<file path="config.mk">
export PLATFORM = sky130hd
export DESIGN_NAME = ex_stage_md
export DESIGN_NICKNAME = d
export VERILOG_FILES = /design/src/rtl/mips_pkg.sv /design/src/rtl/ex_stage_md_md_unit.sv /design/src/rtl/ex_stage_md.sv
export SDC_FILE = /design/constraint.sdc
export NUM_CORES = 1
export LEC_CHECK = 0
export CORE_MARGIN = 1.5
export CORE_UTILIZATION = 42
export DETAILED_ROUTE_END_ITERATION = 10
export PLACE_DENSITY = 0.64
export SETUP_SLACK_MARGIN = 0.3
export SLEW_MARGIN = 20
export SYNTH_ARGS = -nofsm -noshare
export SYNTH_HDL_FRONTEND = slang
export SYNTH_SLANG_ARGS = --single-unit
</file>
<file path="constraint.sdc">
create_clock -name clk -period 21.4 [get_ports clk]
set_input_delay 4.28 -clock clk [delete_from_list [all_inputs] [get_ports clk]]
set_output_delay 4.28 -clock clk [all_outputs]
set_load 0.1 [all_outputs]
</file>
<file path="src/rtl/mips_pkg.sv">
// Shared opcode constants for the MIPS execute stage and its multiply/divide unit.
package mips_pkg;

  localparam int unsigned MD_CYCLES_DEFAULT = 32;

  localparam logic [1:0] ALUOP_ADD   = 2'b00;
  localparam logic [1:0] ALUOP_SUB   = 2'b01;
  localparam logic [1:0] ALUOP_RTYPE = 2'b10;
  localparam logic [1:0] ALUOP_ZERO  = 2'b11;

  localparam logic [5:0] FUNCT_MFHI  = 6'h10;
  localparam logic [5:0] FUNCT_MFLO  = 6'h12;
  localparam logic [5:0] FUNCT_MULT  = 6'h18;
  localparam logic [5:0] FUNCT_MULTU = 6'h19;
  localparam logic [5:0] FUNCT_DIV   = 6'h1A;
  localparam logic [5:0] FUNCT_DIVU  = 6'h1B;
  localparam logic [5:0] FUNCT_ADD   = 6'h20;
  localparam logic [5:0] FUNCT_SUB   = 6'h22;
  localparam logic [5:0] FUNCT_AND   = 6'h24;
  localparam logic [5:0] FUNCT_OR    = 6'h25;
  localparam logic [5:0] FUNCT_SLT   = 6'h2A;

  typedef enum logic {
    MD_IDLE = 1'b0,
    MD_BUSY = 1'b1
  } md_state_t;

  // MULT, MULTU, DIV and DIVU occupy 0x18..0x1B.
  function automatic logic is_md_funct(input logic [5:0] f);
    return (f >= FUNCT_MULT) && (f <= FUNCT_DIVU);
  endfunction

endpackage

</file>
<file path="src/rtl/ex_stage_md_md_unit.sv">
// Iterative multiply/divide unit: one shift-add or restoring-subtract step
// per advancing cycle, with HI/LO written on the final step.
module md_unit #(
  parameter int unsigned MD_CYCLES = mips_pkg::MD_CYCLES_DEFAULT
) (
  input  logic        clk_i,
  input  logic        rst_i,
  input  logic        adv_i,
  input  logic        start_i,
  input  logic [1:0]  op_i,        // {is_div, is_unsigned}
  input  logic [31:0] a_i,
  input  logic [31:0] b_i,
  output logic        busy_last_o,
  output logic [31:0] hi_o,
  output logic [31:0] lo_o
);
  import mips_pkg::*;

  localparam int unsigned      CNT_W    = 5;
  localparam logic [CNT_W-1:0] CNT_LAST = CNT_W'(MD_CYCLES - 1);

  md_state_t        state_q, state_d;
  logic [CNT_W-1:0] cnt_q, cnt_d;
  logic             is_div_q, is_div_d;
  logic             neg_p_q, neg_p_d;   // negate product / quotient
  logic             neg_r_q, neg_r_d;   // negate remainder
  logic [31:0]      opb_q, opb_d;       // multiplicand or divisor magnitude
  logic [63:0]      acc_q, acc_d;       // {partial, multiplier} or {remainder, quotient}
  logic [31:0]      hi_q, hi_d;
  logic [31:0]      lo_q, lo_d;

  logic        sign_a, sign_b;
  logic [31:0] mag_a, mag_b;
  logic [32:0] mul_sum;
  logic [63:0] mul_next;
  logic [32:0] div_shift;
  logic        div_ge;
  logic [31:0] div_rem;
  logic [63:0] div_next;
  logic [63:0] step_acc;
  logic [63:0] prod_fix;
  logic [31:0] fix_hi, fix_lo;
  logic        last;

  // Operand magnitudes; unsigned ops never see a sign.
  always_comb begin
    sign_a = ~op_i[0] & a_i[31];
    sign_b = ~op_i[0] & b_i[31];
    mag_a  = sign_a ? (32'd0 - a_i) : a_i;
    mag_b  = sign_b ? (32'd0 - b_i) : b_i;
  end

  // One iteration of the datapath plus the sign fix-up applied on the last one.
  always_comb begin
    mul_sum   = {1'b0, acc_q[63:32]} + (acc_q[0] ? {1'b0, opb_q} : 33'd0);
    mul_next  = {mul_sum, acc_q[31:1]};
    div_shift = {acc_q[63:32], acc_q[31]};
    div_ge    = div_shift >= {1'b0, opb_q};
    // The true difference is below the divisor, so 32 bits are enough.
    div_rem   = div_ge ? (div_shift[31:0] - opb_q) : div_shift[31:0];
    div_next  = {div_rem, acc_q[30:0], div_ge};
    step_acc  = is_div_q ? div_next : mul_next;
    prod_fix  = neg_p_q ? (64'd0 - step_acc) : step_acc;
    if (is_div_q) begin
      fix_lo = neg_p_q ? (32'd0 - step_acc[31:0])  : step_acc[31:0];
      fix_hi = neg_r_q ? (32'd0 - step_acc[63:32]) : step_acc[63:32];
    end else begin
      fix_hi = prod_fix[63:32];
      fix_lo = prod_fix[31:0];
    end
  end

  // Next-state for the IDLE/BUSY FSM, counter, datapath and HI/LO.
  always_comb begin
    state_d  = state_q;
    cnt_d    = cnt_q;
    is_div_d = is_div_q;
    neg_p_d  = neg_p_q;
    neg_r_d  = neg_r_q;
    opb_d    = opb_q;
    acc_d    = acc_q;
    hi_d     = hi_q;
    lo_d     = lo_q;
    last     = (state_q == MD_BUSY) && (cnt_q == CNT_LAST);
    if (adv_i) begin
      case (state_q)
        MD_IDLE: begin
          if (start_i) begin
            is_div_d = op_i[1];
            neg_r_d  = op_i[1] & sign_a;
            if (op_i[1]) begin
              // Divide by zero keeps the raw all-ones quotient.
              neg_p_d = (sign_a ^ sign_b) & (b_i != 32'd0);
              opb_d   = mag_b;
              acc_d   = {32'd0, mag_a};
            end else begin
              neg_p_d = sign_a ^ sign_b;
              opb_d   = mag_a;
              acc_d   = {32'd0, mag_b};
            end
            cnt_d   = '0;
            state_d = MD_BUSY;
          end
        end
        MD_BUSY: begin
          acc_d = step_acc;
          cnt_d = cnt_q + 1'b1;
          if (last) begin
            hi_d    = fix_hi;
            lo_d    = fix_lo;
            cnt_d   = '0;
            state_d = MD_IDLE;
          end
        end
        default: state_d = MD_IDLE;
      endcase
    end
  end

  // State register with synchronous reset; reset abandons any op in flight.
  always_ff @(posedge clk_i) begin
    if (rst_i) begin
      state_q  <= MD_IDLE;
      cnt_q    <= '0;
      is_div_q <= 1'b0;
      neg_p_q  <= 1'b0;
      neg_r_q  <= 1'b0;
      opb_q    <= '0;
      acc_q    <= '0;
      hi_q     <= '0;
      lo_q     <= '0;
    end else begin
      state_q  <= state_d;
      cnt_q    <= cnt_d;
      is_div_q <= is_div_d;
      neg_p_q  <= neg_p_d;
      neg_r_q  <= neg_r_d;
      opb_q    <= opb_d;
      acc_q    <= acc_d;
      hi_q     <= hi_d;
      lo_q     <= lo_d;
    end
  end

  assign busy_last_o = last;
  assign hi_o        = hi_q;
  assign lo_o        = lo_q;

endmodule

</file>
<file path="src/rtl/ex_stage_md.sv">
// Execute stage with EX/MEM pipeline register and iterative multiply/divide.
module ex_stage_md
  import mips_pkg::*;
#(
  parameter int unsigned MD_CYCLES = MD_CYCLES_DEFAULT
) (
  input  logic        clk,
  input  logic        rst,
  input  logic        data_hit,
  input  logic [1:0]  wb_ctl,
  input  logic [2:0]  m_ctl,
  input  logic [3:0]  ex_ctl,
  input  logic [29:0] npc,
  input  logic [31:0] rdata1,
  input  logic [31:0] rdata2,
  input  logic [29:0] s_extend,
  input  logic [4:0]  instr_2016,
  input  logic [4:0]  instr_1511,
  output logic        stall_req,
  output logic [1:0]  wb_ctlout,
  output logic [2:0]  m_ctlout,
  output logic [29:0] branch_target,
  output logic        zero_out,
  output logic [31:0] alu_result,
  output logic [31:0] rdata2out,
  output logic [4:0]  dest_reg
);

  logic        regdst, alusrc;
  logic [1:0]  aluop;
  logic [5:0]  funct;
  logic [31:0] op_b;
  logic        md_op;
  logic        busy_last;
  logic [31:0] hi, lo;
  logic [31:0] alu_d;

  logic [1:0]  wb_q, wb_d;
  logic [2:0]  m_q, m_d;
  logic [29:0] bt_q, bt_d;
  logic        zero_q, zero_d;
  logic [31:0] alu_q, alu_q_d;
  logic [31:0] rd2_q, rd2_d;
  logic [4:0]  dest_q, dest_d;

  // Control decode and operand B select.
  always_comb begin
    regdst = ex_ctl[3];
    aluop  = ex_ctl[2:1];
    alusrc = ex_ctl[0];
    funct  = s_extend[5:0];
    op_b   = alusrc ? {{2{s_extend[29]}}, s_extend} : rdata2;
    md_op  = (aluop == ALUOP_RTYPE) && is_md_funct(funct);
  end

  md_unit #(
    .MD_CYCLES(MD_CYCLES)
  ) u_md (
    .clk_i      (clk),
    .rst_i      (rst),
    .adv_i      (data_hit),
    .start_i    (md_op),
    .op_i       (funct[1:0]),
    .a_i        (rdata1),
    .b_i        (op_b),
    .busy_last_o(busy_last),
    .hi_o       (hi),
    .lo_o       (lo)
  );

  // Upstream holds until the multiply/divide reaches its final step.
  always_comb begin
    stall_req = md_op & ~busy_last;
  end

  // ALU result, including HI/LO moves; multiply/divide retires with 0.
  always_comb begin
    alu_d = '0;
    case (aluop)
      ALUOP_ADD: alu_d = rdata1 + op_b;
      ALUOP_SUB: alu_d = rdata1 - op_b;
      ALUOP_RTYPE: begin
        case (funct)
          FUNCT_ADD:  alu_d = rdata1 + op_b;
          FUNCT_SUB:  alu_d = rdata1 - op_b;
          FUNCT_AND:  alu_d = rdata1 & op_b;
          FUNCT_OR:   alu_d = rdata1 | op_b;
          FUNCT_SLT:  alu_d = {31'd0, $signed(rdata1) < $signed(op_b)};
          FUNCT_MFHI: alu_d = hi;
          FUNCT_MFLO: alu_d = lo;
          default:    alu_d = '0;
        endcase
      end
      default: alu_d = '0;
    endcase
  end

  // EX/MEM next-state: full load when advancing, bubble while stalled.
  always_comb begin
    wb_d    = wb_q;
    m_d     = m_q;
    bt_d    = bt_q;
    zero_d  = zero_q;
    alu_q_d = alu_q;
    rd2_d   = rd2_q;
    dest_d  = dest_q;
    if (data_hit) begin
      if (!stall_req) begin
        wb_d    = wb_ctl;
        m_d     = m_ctl;
        bt_d    = npc + s_extend;
        zero_d  = (alu_d == 32'd0);
        alu_q_d = alu_d;
        rd2_d   = rdata2;
        dest_d  = regdst ? instr_1511 : instr_2016;
      end else begin
        wb_d = '0;
        m_d  = '0;
      end
    end
  end

  // EX/MEM pipeline register.
  always_ff @(posedge clk) begin
    if (rst) begin
      wb_q   <= '0;
      m_q    <= '0;
      bt_q   <= '0;
      zero_q <= 1'b0;
      alu_q  <= '0;
      rd2_q  <= '0;
      dest_q <= '0;
    end else begin
      wb_q   <= wb_d;
      m_q    <= m_d;
      bt_q   <= bt_d;
      zero_q <= zero_d;
      alu_q  <= alu_q_d;
      rd2_q  <= rd2_d;
      dest_q <= dest_d;
    end
  end

  assign wb_ctlout     = wb_q;
  assign m_ctlout      = m_q;
  assign branch_target = bt_q;
  assign zero_out      = zero_q;
  assign alu_result    = alu_q;
  assign rdata2out     = rd2_q;
  assign dest_reg      = dest_q;

endmodule

</file>
After elaboration in Yosys (flattened, before gate mapping):

Cells that the tools add are included.

* add/subtract/negate cells: 11
* $lt $le $gt $ge: 4
* equal/unequal tests: 11
* multiplexer cells: 27
* bitwise gates (word level): 12
* reduce and logical (&&, ||, !) cells: 10

Operators with widths (number)
* 32-bit two-way mux: 11
* 32-bit one-hot mux with 7 select lines: 1
* 64-bit two-way mux: 3
* 64-bit one-hot mux with 2 select lines: 1
* 1-bit by 32-bit subtractor with 32-bit output, first input constant: 4
* 32-bit one-hot mux with 3 select lines: 1
* 1-bit by 64-bit subtractor with 64-bit output, first input constant: 1
* 32-bit subtractor: 2
* 32-bit by 33-bit adder with 33-bit output: 1
* 33-bit by 32-bit greater-or-equal comparator with 1-bit output: 1
* 32-bit adder: 1
* 32-bit bitwise AND: 1
* 32-bit logical NOT: 1
* 32-bit less-than comparator: 1
* 32-bit OR: 1
* 32-bit nonzero test: 1
* 30-bit adder: 1
* 6-bit == test, second input constant: 5
* 5-bit two-way mux: 3
* 6-bit by 5-bit == test with 1-bit output, second input constant: 2
* 5-bit one-hot mux with 2 select lines: 1
* 6-bit by 5-bit greater-or-equal comparator with 1-bit output, second input constant: 1
* 6-bit by 5-bit <= comparator with 1-bit output, second input constant: 1
* 3-bit AND reduction: 2
* other kinds (15): 27

* register bits: 274
* bits of input ports: 146
* output and inout port bits: 106
* word-level logic and storage cells: 91

Longest topological paths before layout:

* depth in word-level cells: 6
* mapped depth: 25
* mapped depth without buffers: 23

Hierarchy:

Synthesis repeated with hierarchy kept, for this count alone.

* cells, all modules: 3723
* area total of the unflattened synthesis: 26725.6 µm²

Modules (own cells, without submodules)
* md_unit: times used 1, cells each 2142, area each 15180.8 µm², sequential area each 3383.2 µm²
* ex_stage_md: times used 1, cells each 1581, area each 11544.8 µm², sequential area each 2102.0 µm²

Worst setup path before layout:

OpenSTA, ideal clock, no wires.

* path kind: input -> register
* from: input ex_ctl[0]
* to: register zero_q (netlist: zero_out)
* library setup time: 65 ps
* arrival time: 9961 ps
* required time: 21335 ps
* path slack: 11374 ps
* cell stages on the path: 19
* buffers on the path: 4
* cell sequence: clkbuf_1 -> clkbuf_1 -> buf_1 -> buf_1 -> mux2i_1 -> ha_1 -> a211o_1 -> a2111o_1 -> nand3_1 -> a21oi_1 -> o311ai_1 -> a2111oi_0 -> o41ai_1 -> nor2b_1 -> a2111oi_0 -> or4bb_1 -> or4_1 -> nor3_1 -> a32o_1

* word-level cells in the longest chain between the ends: 5
* elaborated cells on any way between the ends: 9
* classes of those cells: add/sub: 2; order compare: 1; mux: 3; bitwise: 2; reduce/logical: 1

Ends and longest elaborated chain
* start: declaration: RTL line ex_stage_md.sv:12 `input logic [3:0] ex_ctl,`
* 32-bit two-way mux (*): RTL line ex_stage_md.sv:52 `op_b = alusrc ? {{2{s_extend[29]}}, s_extend} : rdata2;`
* 32-bit subtractor (tied with other cells): RTL line ex_stage_md.sv:81, ex_stage_md.sv:85
* 32-bit one-hot mux with 7 select lines: RTL line ex_stage_md.sv:83 `case (funct)`
* 32-bit one-hot mux with 3 select lines (*): RTL line ex_stage_md.sv:79 `case (aluop)`
* 32-bit logical NOT (*): RTL line ex_stage_md.sv:112 `zero_d = (alu_d == 32'd0);`
* end signal: assignment: RTL line ex_stage_md.sv:137 `zero_q <= zero_d;`
* end: declaration: RTL line ex_stage_md.sv:41 `logic zero_q, zero_d;`

Mark *: on every way between the ends. The rest lies on a longest branch, timed or not.
A chain may end at the register's enable or synchronous reset.

Worst setup path after layout:

* from: input ex_ctl[1]
* to: output stall_req

* word-level cells in the longest chain between the ends: 3

Ends and longest elaborated chain
* 2-bit == test: RTL line ex_stage_md.sv:53 `md_op = (aluop == ALUOP_RTYPE) && is_md_funct(funct);`
* 1-bit logical AND: RTL line ex_stage_md.sv:53
* 1-bit bitwise AND: RTL line ex_stage_md.sv:73 `stall_req = md_op & ~busy_last;`
* end: declaration: RTL line ex_stage_md.sv:19 `output logic stall_req,`

No other way between the ends.

==> flow_summary.rst <==
.. list-table::
   :header-rows: 1

   * - Metric
     - Value
   * - Peak Freq
     - 0.0861 GHz
   * - Register clock-pin slew on the reported worst setup and hold paths
     - 50 ps
   * - Post-layout utilization of the core
     - 49.5%
   * - I/O pin cnt
     - 252
   * - Largest net degree at the start of global routing
     - 150
   * - Final slew viol count
     - 0
   * - Final #Nets
     - 4108
   * - Post-Synthesis Cells
     - 3630
   * - Largest register by flop count
     - u_md.acc_q
   * - Max Cap Viol
     - 0
   * - Critical path class
     - input port to output pin
   * - Transition time at the pin with the least slew margin
     - 1140 ps
   * - Count of TritonRoute iterations in the first routing pass
     - 6
   * - Worst slack at placement
     - 9840 ps
   * - Average cell area after synthesis
     - 7.11 um2
   * - Warnings, synthesis
     - 0
   * - Area enclosed by the die boundary
     - 0.0630 mm2
   * - Antenna violations before repair
     - 3
   * - H-tree level count
     - 2
   * - Total routed wirelength
     - 104000 um
   * - Post-Layout Cell Count
     - 4547
   * - Antenna Violating Nets Remaining
     - 0
   * - Number of library cell types mapped by synthesis
     - 99
   * - Worst min-delay path class
     - flip-flop to flip-flop
   * - Outcome
     - completed
   * - Number of clock buffers inserted by TritonCTS
     - 36
   * - Net Count, Synth
     - 3999
   * - Synth async-reset ratio
     - 0%
   * - Number of sinks on the clock net
     - 274
   * - Worst reg2reg setup slack
     - 14660 ps
   * - Number of enable flip-flop cells after synthesis
     - 0
   * - Finish-stage setup viols
     - 0
   * - Leading cell type in the layout, fill and taps excluded
     - sky130_fd_sc_hd__nand2_1
   * - Core Rows
     - 90
   * - Floorplan die height
     - 251 um
   * - Detailed Route Iter0 Violations
     - 2680
   * - Cell count after placement
     - 4483
   * - Final setup skew
     - 23.7 ps
   * - Data arrival time of the critical path
     - 7330 ps
   * - Core box area
     - 0.0606 mm2
   * - Clock latency on the worst-skew pair
     - 570 ps
   * - Setup TNS
     - 0 ps
   * - Final Cycle Share
     - 54.2%
   * - Final global-route overflow total
     - 0
   * - Destination of the critical timing path
     - stall_req
   * - Slew HR
     - 23.9%
   * - Count of port buffers added during placement
     - 251
   * - Fraction of layout cells with a size suffix above 1
     - 4.28%
   * - Worst Path Max Fanout
     - 16
   * - Peak VDD IR
     - 0.0000632 V
   * - Flip-flop and latch count after synthesis
     - 274
   * - Average vias per placed instance
     - 6.13
   * - R2R cell count
     - 22
   * - Final-report hold violation count
     - 0
   * - Unrepaired setup endpoints after global routing
     - no
   * - TritonCTS clock tree
     - done
   * - Most frequent cells in the layout
     - 446 x sky130_fd_sc_hd__nand2_1, 416 x sky130_fd_sc_hd__a21oi_1, 354 x sky130_fd_sc_hd__nor2_1
   * - Post-detailed-route wirelength per cell
     - 22.8 um
   * - Max Buffers Root-to-Sink
     - 3
   * - Final Wtd Congestion
     - 0.979
   * - Initial core utilization
     - 42.6%
   * - Critical Path Source Type
     - input port
   * - Worst hold margin
     - 452 ps
   * - Clk Tree Root Cell
     - sky130_fd_sc_hd__clkbuf_16
   * - Detailed-route via count
     - 27900
   * - Overall routing resource usage
     - 31.8%
   * - Power per cell area
     - 57.2 mW/mm2
   * - Number of buffers inserted for hold repair after clock tree synthesis
     - 0
   * - Detailed Place HPWL
     - 79500 um
   * - End of the worst register-to-register path
     - u_md.hi_o[28]
   * - Sequential area share after synthesis
     - 21.2%
   * - Antenna Cells
     - 0
   * - Remaining routing DRC violations
     - 0
   * - Launch point of the critical path
     - ex_ctl[1]
   * - Most used DFF post-synth
     - sky130_fd_sc_hd__dfxtp_1
   * - Final worst path period need
     - 11610 ps
   * - Max reg flops
     - 64
   * - Synthesized cell area
     - 0.0258 mm2
   * - Post-cts gate resize count
     - 0
   * - Setup ws final
     - 9790 ps
   * - Number of buffers inserted to repair setup after CTS
     - 0
   * - Horizontal die dimension
     - 251 um
   * - Area Growth Syn to Fin
     - 16.2%
   * - Setup crit end kind
     - output pin
   * - Via count of the first global-routing pass
     - 25800
   * - Wire length of the first global-routing pass
     - 157000 um
   * - Worst Path Required
     - 17120 ps
   * - Pleak
     - 0.0120 uW
   * - Origin of the critical flop-to-flop path
     - u_md.opb_q[18]
-- power by group --
part / internal [uW] / leakage (uW) / switching (uW) / total, uW
clock network: 375 / 0.000580 / 262 / 637
logic: 173 / 0.00922 / 369 / 542
registers: 526 / 0.00223 / 8.98 / 535
-- how the worst min path moves through the flow --
stage / slack, ps / end / depth (start not counted) / startpoint
after detailed placement: 450 / branch_target[8] / 2 / branch_target[8]
after global routing: 470 / alu_result[17] / 2 / alu_result[17]
final: 450 / u_md.lo_o[11] / 2 / u_md.lo_o[11]
after global placement: 440 / branch_target[28] / 2 / branch_target[28]
after floorplan: 430 / u_md.lo_o[1] / 2 / u_md.lo_o[1]
after CTS: 450 / rdata2out[30] / 2 / rdata2out[30]
-- Yosys cell counts (10+ instances only) --
cell / instances / share of area [%]
sky130_fd_sc_hd__xnor2_1: 135 / 4.6
sky130_fd_sc_hd__o221ai_1: 18 / 0.61
sky130_fd_sc_hd__o21ai_0: 195 / 3.8
sky130_fd_sc_hd__a221oi_1: 22 / 0.75
sky130_fd_sc_hd__a31oi_1: 73 / 1.8
sky130_fd_sc_hd__or3_1: 21 / 0.51
sky130_fd_sc_hd__a311oi_1: 14 / 0.47
sky130_fd_sc_hd__a211o_1: 15 / 0.51
sky130_fd_sc_hd__clkbuf_1: 182 / 2.6
sky130_fd_sc_hd__a21oi_1: 417 / 8.1
sky130_fd_sc_hd__and2_1: 65 / 1.6
sky130_fd_sc_hd__buf_1: 23 / 0.33
sky130_fd_sc_hd__or4_1: 12 / 0.35
sky130_fd_sc_hd__dfxtp_1: 274 / 21
sky130_fd_sc_hd__a211oi_1: 66 / 1.9
sky130_fd_sc_hd__a21o_1: 55 / 1.6
sky130_fd_sc_hd__nand4_1: 33 / 0.80
sky130_fd_sc_hd__nor4_1: 24 / 0.58
sky130_fd_sc_hd__nor3b_1: 11 / 0.32
sky130_fd_sc_hd__o211ai_1: 43 / 1.3
sky130_fd_sc_hd__and3_1: 37 / 0.90
sky130_fd_sc_hd__o22ai_1: 13 / 0.32
sky130_fd_sc_hd__o21bai_1: 20 / 0.58
sky130_fd_sc_hd__or2_2: 10 / 0.24
sky130_fd_sc_hd__a22o_1: 11 / 0.37
sky130_fd_sc_hd__nand3_1: 99 / 1.9
sky130_fd_sc_hd__mux2i_1: 81 / 3.1
sky130_fd_sc_hd__nor3_1: 95 / 1.8
sky130_fd_sc_hd__ha_1: 218 / 11
sky130_fd_sc_hd__nor2_1: 355 / 5.2
sky130_fd_sc_hd__nor2b_1: 28 / 0.68
sky130_fd_sc_hd__xor2_1: 44 / 1.5
sky130_fd_sc_hd__nand2_1: 448 / 6.5
sky130_fd_sc_hd__a22oi_1: 16 / 0.47
sky130_fd_sc_hd__a221o_1: 16 / 0.62
sky130_fd_sc_hd__buf_2: 18 / 0.35
sky130_fd_sc_hd__inv_1: 164 / 2.4
sky130_fd_sc_hd__nand2b_1: 41 / 0.99
sky130_fd_sc_hd__o41ai_1: 11 / 0.37
sky130_fd_sc_hd__o21a_1: 19 / 0.55
sky130_fd_sc_hd__o31ai_1: 27 / 0.79
-- cell type report --
class | count | area (um2)
timing repair buffer | 298 | 2870
clock buffer | 48 | 987
sequential | 274 | 5490
tap | 782 | 978
multi-input combinational | 2963 | 18800
clock inverter | 16 | 204
inverter | 166 | 623
fill | 6165 | 30600
-- metal layers --
layer / part of all wire (%) / vias to the layer above / wire length, um / track usage [%]
li1: - / 13300 / - / -
met1: 45 / 13300 / 46400 / 43.6
met2: 45 / 1059 / 46900 / 51.2
met3: 7.2 / 161 / 7490 / 4.99
met4: 2.7 / 6 / 2810 / 9.52
met5: 0.033 / - / 34 / 0
-- worst max-delay path, cell delays in order --
cell,delay [ps]
sky130_fd_sc_hd__clkdlybuf4s50_1,790
sky130_fd_sc_hd__nor2b_1,600
sky130_fd_sc_hd__nand4_1,180
sky130_fd_sc_hd__buf_4,250
sky130_fd_sc_hd__inv_1,80
sky130_fd_sc_hd__clkdlybuf4s50_1,1130
-- cell families (layout without fill, tap and decap cells) --
| family | count (synthesis) | count (layout) | synth area share [%] |
|---|---|---|---|
| flops | 274 | 274 | 21.2 |
| compound gates | 1160 | 1160 | 28.8 |
| buf+inv | 393 | 528 | 5.87 |
| mux | 85 | 85 | 3.31 |
| xor+xnor | 179 | 179 | 6.07 |
| simple gates | 1316 | 1316 | 23.7 |
| fa+ha+maj | 223 | 223 | 11.0 |
-- metrics by stage --
| step | instance area, um2 | power, uW |
|---|---|---|
| 2_1_floorplan | 25800 | 916 |
| 3_3_place_gp | 28800 | 1080 |
| 3_5_place_dp | 28800 | 1080 |
| 4_1_cts | 30000 | 1710 |
| 5_1_grt | 30000 | 1780 |
| 6_report | 30000 | 1710 |
Power figures use the tool's default switching activity.
